==> src/rtl/xbar_sched.sv <==
// Control half of a 4x4 switch crossbar: round-robin scan of four input FIFOs,
// grants one word per two cycles to a source whose destination output FIFO has room.
module xbar_sched #(
   parameter int DATA_W = 10,
   parameter int CNT_W  = 8
) (
   input  logic              clk,
   input  logic              reset,
   input  logic [3:0]        fifo_empty,
   input  logic [DATA_W-1:0] fifo0_out,
   input  logic [DATA_W-1:0] fifo1_out,
   input  logic [DATA_W-1:0] fifo2_out,
   input  logic [DATA_W-1:0] fifo3_out,
   input  logic [3:0]        fifo_afull,
   output logic [1:0]        demux0,
   output logic [1:0]        dest,
   output logic [3:0]        pop,
   output logic [3:0]        push,
   output logic              busy,
   output logic [CNT_W-1:0]  pkt_cnt0,
   output logic [CNT_W-1:0]  pkt_cnt1,
   output logic [CNT_W-1:0]  pkt_cnt2,
   output logic [CNT_W-1:0]  pkt_cnt3
);

   typedef enum logic {IDLE, XFER} state_t;

   state_t            state_q, state_d;
   logic [1:0]        rr_ptr_q, rr_ptr_d;
   logic [1:0]        demux0_q, demux0_d;
   logic [1:0]        dest_q, dest_d;
   logic [3:0]        pop_q, pop_d;
   logic [3:0]        push_q, push_d;
   logic              busy_q, busy_d;
   logic [CNT_W-1:0]  cnt_q [4];
   logic [CNT_W-1:0]  cnt_d [4];

   logic [1:0]        head_dest [4];
   logic [3:0]        elig;
   logic              found;
   logic [1:0]        winner;
   logic [1:0]        idx;

   // The payload bits pass through the datapath; only the dest field is inspected here.
   logic              unused_payload;
   assign unused_payload = ^{fifo0_out[DATA_W-3:0], fifo1_out[DATA_W-3:0],
                             fifo2_out[DATA_W-3:0], fifo3_out[DATA_W-3:0]};

   assign head_dest[0] = fifo0_out[DATA_W-1:DATA_W-2];
   assign head_dest[1] = fifo1_out[DATA_W-1:DATA_W-2];
   assign head_dest[2] = fifo2_out[DATA_W-1:DATA_W-2];
   assign head_dest[3] = fifo3_out[DATA_W-1:DATA_W-2];

   always_comb begin
      for (int i = 0; i < 4; i++) begin
         elig[i] = !fifo_empty[i] && !fifo_afull[head_dest[i]];
      end
   end

   // First eligible source at or after rr_ptr, wrapping modulo 4.
   always_comb begin
      found  = 1'b0;
      winner = 2'd0;
      idx    = 2'd0;
      for (int k = 0; k < 4; k++) begin
         idx = rr_ptr_q + 2'(k);
         if (!found && elig[idx]) begin
            found  = 1'b1;
            winner = idx;
         end
      end
   end

   always_comb begin
      state_d  = state_q;
      rr_ptr_d = rr_ptr_q;
      demux0_d = demux0_q;
      dest_d   = dest_q;
      pop_d    = 4'b0000;
      push_d   = 4'b0000;
      busy_d   = 1'b0;
      for (int j = 0; j < 4; j++) begin
         cnt_d[j] = cnt_q[j];
      end
      case (state_q)
         IDLE: begin
            if (found) begin
               demux0_d = winner;
               dest_d   = head_dest[winner];
               pop_d    = 4'b0001 << winner;
               push_d   = 4'b0001 << head_dest[winner];
               busy_d   = 1'b1;
               state_d  = XFER;
            end
         end
         XFER: begin
            rr_ptr_d      = demux0_q + 2'd1;
            cnt_d[dest_q] = cnt_q[dest_q] + CNT_W'(1);
            state_d       = IDLE;
         end
         default: state_d = IDLE;
      endcase
   end

   always_ff @(posedge clk) begin
      if (reset) begin
         state_q  <= IDLE;
         rr_ptr_q <= 2'd0;
         demux0_q <= 2'd0;
         dest_q   <= 2'd0;
         pop_q    <= 4'b0000;
         push_q   <= 4'b0000;
         busy_q   <= 1'b0;
         for (int j = 0; j < 4; j++) begin
            cnt_q[j] <= '0;
         end
      end else begin
         state_q  <= state_d;
         rr_ptr_q <= rr_ptr_d;
         demux0_q <= demux0_d;
         dest_q   <= dest_d;
         pop_q    <= pop_d;
         push_q   <= push_d;
         busy_q   <= busy_d;
         for (int j = 0; j < 4; j++) begin
            cnt_q[j] <= cnt_d[j];
         end
      end
   end

   assign demux0   = demux0_q;
   assign dest     = dest_q;
   assign pop      = pop_q;
   assign push     = push_q;
   assign busy     = busy_q;
   assign pkt_cnt0 = cnt_q[0];
   assign pkt_cnt1 = cnt_q[1];
   assign pkt_cnt2 = cnt_q[2];
   assign pkt_cnt3 = cnt_q[3];

endmodule

==> config.mk <==
export PLATFORM = sky130hd
export DESIGN_NAME = xbar_sched
export DESIGN_NICKNAME = d
export VERILOG_FILES = /design/src/rtl/xbar_sched.sv
export SDC_FILE = /design/constraint.sdc
export NUM_CORES = 1
export LEC_CHECK = 0
export ABC_AREA = 0
export BUFFER_PORTS_ARGS = -buffer_cell sky130_fd_sc_hd__buf_2
export CORE_ASPECT_RATIO = 1.2
export CORE_MARGIN = 2
export CORE_UTILIZATION = 44
export CTS_CLUSTER_DIAMETER = 150
export DETAILED_ROUTE_END_ITERATION = 8
export PLACE_DENSITY = 0.73
export SYNTH_ARGS = -nofsm -noshare
export SYNTH_HDL_FRONTEND = slang
export SYNTH_SLANG_ARGS = --single-unit
==> constraint.sdc <==
create_clock -name clk -period 1.88 [get_ports clk]
set_input_delay 0.376 -clock clk [delete_from_list [all_inputs] [get_ports clk]]
set_output_delay 0.376 -clock clk [all_outputs]
set_load 0.05 [all_outputs]
==> run summary <==
The slowest stage of the critical path is the sky130_fd_sc_hd__mux4_2 cell. Yosys mapped a number of flops with a built-in enable equal to 0. TritonCTS built the clock tree. The final count of hold timing violations was 0; the gate count after technology mapping was 244. Counting instances in the post-synthesis netlist gives the leading cell types as sky130_fd_sc_hd__dfxtp_1, sky130_fd_sc_hd__nor2_1, sky130_fd_sc_hd__a211oi_1, sky130_fd_sc_hd__mux2i_1. By area the synthesized netlist is led by sky130_fd_sc_hd__dfxtp_1, sky130_fd_sc_hd__a211oi_1, sky130_fd_sc_hd__mux4_2, sky130_fd_sc_hd__nor2_1, sky130_fd_sc_hd__mux2i_1. The final core utilization is 0.652.

For the sum of internal, switching and leakage power, the log shows 3.14 mW. The critical path in this run is classified as flop to flop. Buffers inserted during clock tree synthesis total 5. The run gives 0 as the initial antenna violation count.

Setup repair after global routing could not meet its margin everywhere. The fraction of synthesized area in multiplexers is 0.144. Worst-path maximum fanout: 4.

After clock tree synthesis, the clock-pin slew on the worst setup and hold paths is 90 ps. The effective utilization at floorplan came out at 0.461. The time the worst path needs with I/O delays and setup was 1880 ps.

The critical path goes through mux4_2 > ha_4 > nand3_2 > buf_4 > xor2_1 > buf_4 > a211oi_1. Fill cells in the final layout number 414. The cell that appears most often on the critical path is sky130_fd_sc_hd__buf_4.

The wire length of the first global-routing pass was 10100 um; the number of routed nets with antenna violations was 0. The simple-gate portion of the synthesized area is 0.180. The fraction of synthesized cell area in xor and xnor cells was 0.0247. The tools report the critical path startpoint category as a flop. The tools report the category of the worst setup path capture point as a flop. Number of input and output port buffers inserted: 62. The die boundary width was 72.5 um. The maximum buffer depth of the clock tree was 2; the mean area per synthesized cell was 10.2 um^2. At the worst endpoint, the required time is 2100 ps. The run finished with clean final reports. The number of slew-limit violations in the final report came out at 0.

The clock tree synthesis step divided the H-tree into 2 levels. On the worst path, the slowest cell contributes a delay of 570 ps. The complex-gate fraction of the synthesized area works out to 0.217. The via count of the first global-routing pass was 2155; the global route total overflow was 0.

Setup violations remaining at the end of the flow were counted as 0. For this design the static power due to leakage is 1.44 nW. The worst hold path begins at reset. The run gives 396 as the total number of nets in the final design. Clock skew on the completed layout was measured at 6.67 ps. Across the run, the number of max-cap violations was 0.

In the synthesized netlist the dominant register cell turns out to be sky130_fd_sc_hd__dfxtp_1. The tools report the worst flop-to-flop path endpoint as cnt_q[3][4]. At the pin with the least slew margin, the transition time is 469 ps. The cell with the most instances after synthesis was sky130_fd_sc_hd__dfxtp_1.

The dominant combinational cell family by area after synthesis was compound AO/OA/AOI/OAI gates. The die is 86.2 um tall. The number of different library cells in the post-synthesis netlist came out at 59. The register area share after synthesis is 0.396. Synthesized netlist net count: 295. Worst slew margin relative to its limit: 0.687. After clock tree synthesis, the flow added hold-fix buffers numbering 0. The tightest min-delay check is of the input port to flop type. The logs give 0.00537 mm^2 for the core area and 6390 um for the routed wire length. The depth of the most critical reg-to-reg path is 7, and the cell area after synthesis is 0.00248 mm^2. For the number of ports placed on the die boundary, the log shows 95.

The layout cell share with drive strength beyond 1 is 0.546. For the floorplan row count, the log shows 29. The cell sitting at the root of the clock tree is a sky130_fd_sc_hd__clkbuf_8. The async set-or-reset flop fraction in the synthesized netlist was 0; the iteration count of the initial detailed-routing pass was 4. The share of the clock period used by the worst path after layout is 0.998. STA puts the critical path data arrival time at 2100 ps. The average vias per placed instance works out to 5.54. Relative to the synthesized area, the layout overhead comes to 41.4%.

For the worst-skew pair, the clock arrives at the later sink with an insertion delay of 310 ps. The maximum ir drop on the vdd rail came out at 0.000513 V. The library cell with the largest summed area after synthesis is sky130_fd_sc_hd__dfxtp_1. The number of clock sinks seen by CTS came out at 49. In the final routed layout, each cell accounts on average for 15.7 um.

For this design the ratio of total power to cell area is 898 mW/mm^2. Derived from the worst setup path, the maximum achievable clock frequency is 533 MHz. The worst hold path was traced through 3 stages. Summed over all nets, the half-perimeter wirelength after detailed placement is 4490 um. The final antenna diode count was 0.

The run gives 4 ps as the register-to-register setup slack. The tools report the endpoint of the worst hold-timing path as state_q. The global-route usage over all layers is 0.207, and the largest net degree at the start of global routing is 39.

For this run, the number of Yosys warnings is 0. Adder-cell share of the synthesized area: 0.00505. The number of DRC violations after detailed-routing iteration 0 came out at 95.

The top-area cell type share of the netlist area is 0.396. Number of synthesized register bits: 49. The die covers 0.00625 mm^2. The placer's final routability congestion estimate was 0.861. For this run, design rule violations remaining after detail routing come to 0. The final route contains 2261 vias.
## power breakdown
group / leakage (nW) / total [mW] / switching (mW) / internal (mW)
registers: 0.404 / 1.22 / 0.0880 / 1.13
clock network: 0.0585 / 0.769 / 0.370 / 0.399
logic: 0.975 / 1.16 / 0.702 / 0.453
total: 1.44 / 3.14 / 1.16 / 1.98
## critical path, delay by kind of cell, from the launching register on
kind / cells / cell delay, ps
AND/OR/NAND/NOR: 1 / 90
multiplexers: 1 / 570
AO/OA/AOI/OAI: 1 / 220
XOR/XNOR: 1 / 50
buffers and inverters: 2 / 260
adder cells (fa/ha/maj): 1 / 190
flip-flops: 1 / 400
## final cells by class
class | instances | area (um^2) | share of cell area
clock inverters | 3 | 43.8 | 0.0125
clock buffers | 5 | 68.8 | 0.0196
repair buffers | 107 | 656 | 0.187
inverters | 3 | 16.3 | 0.00464
multi-input cells | 179 | 1640 | 0.469
well taps | 62 | 77.6 | 0.0222
flip-flops and latches | 49 | 998 | 0.285
## routing by layer
metal  vias up  wire length [um]  GRT usage
met4         0                78     0.0808
met3         8               209     0.0337
met1      1080              2860      0.265
met2        56              3240      0.349
li1       1117                 -          -
met5         -                 0          0
## registers in the layout, summed over array words and instances (netlist names), named ones only
| signal | cells |
|---|---|
| cnt_q | 32 |
| demux0 | 2 |
| dest | 2 |
| pop | 4 |
| push | 4 |
| rr_ptr_q | 2 |
| state_q | 1 |
## stage by stage
| stage | std cells | area (um^2) | hold slack [ps] | setup TNS, ps | worst slack, ps |
|---|---|---|---|---|---|
| after global routing | 408 | 3500 | 392 | -247 | -82.2 |
| final | 408 | 3500 | 384 | 0 | 3.95 |
| after detailed placement | 397 | 3150 | 489 | -3970 | -212 |
| after CTS | 405 | 3320 | 381 | -10.1 | -10.1 |
| after global placement | 397 | 3150 | 483 | -2620 | -178 |
| after floorplan | 244 | 2520 | 531 | -3.17 | -1.58 |
## cell families (layout without fill, tap and decap cells)
kind of cell               Yosys count  in the layout
AOI/OAI and AO/OA                   60             60
adders and majority gates            1              1
muxes                               25             25
DFF                                 49             49
xor gates and xnor gates             7              7
and+or+nand+nor                     86             86
buffers and inverters               16            118
## worst max path at each step
stage	startpoint	to	slack, ps	cells past startpoint
2_1_floorplan	fifo_empty[1]	flop	-2	7
3_3_place_gp	fifo0_out[8]	flop	-180	7
3_5_place_dp	flop	cnt_q[1][7]	-210	7
4_1_cts	flop	cnt_q[0][6]	-10	7
5_1_grt	rr_ptr_q[1]	push[0]	-80	6
6_report	flop	cnt_q[3][4]	4	7
## placed cells by master (no fill, tap or decap), types with 3 or more instances in the layout
cell type,netlist,final
sky130_fd_sc_hd__a211oi_1,30,16
sky130_fd_sc_hd__a211oi_2,0,14
sky130_fd_sc_hd__a22o_1,3,3
sky130_fd_sc_hd__and2b_2,4,4
sky130_fd_sc_hd__buf_2,1,62
sky130_fd_sc_hd__buf_4,1,43
sky130_fd_sc_hd__clkbuf_8,1,5
sky130_fd_sc_hd__dfxtp_1,49,39
sky130_fd_sc_hd__dfxtp_2,0,8
sky130_fd_sc_hd__mux2i_1,15,14
sky130_fd_sc_hd__mux4_2,8,8
sky130_fd_sc_hd__nand2_1,6,5
sky130_fd_sc_hd__nand3b_1,4,4
sky130_fd_sc_hd__nor2_1,48,45
sky130_fd_sc_hd__o32ai_2,3,3
sky130_fd_sc_hd__xnor2_1,4,3
## timing repair
| action | CTS | global route |
|---|---|---|
| gates resized for setup | 14 | 34 |
| buffers inserted | 0 | 4 |
| endpoints found under the setup margin | 30 | 22 |
| pin swaps | 1 | 8 |
(Power assumes the default switching activity.)
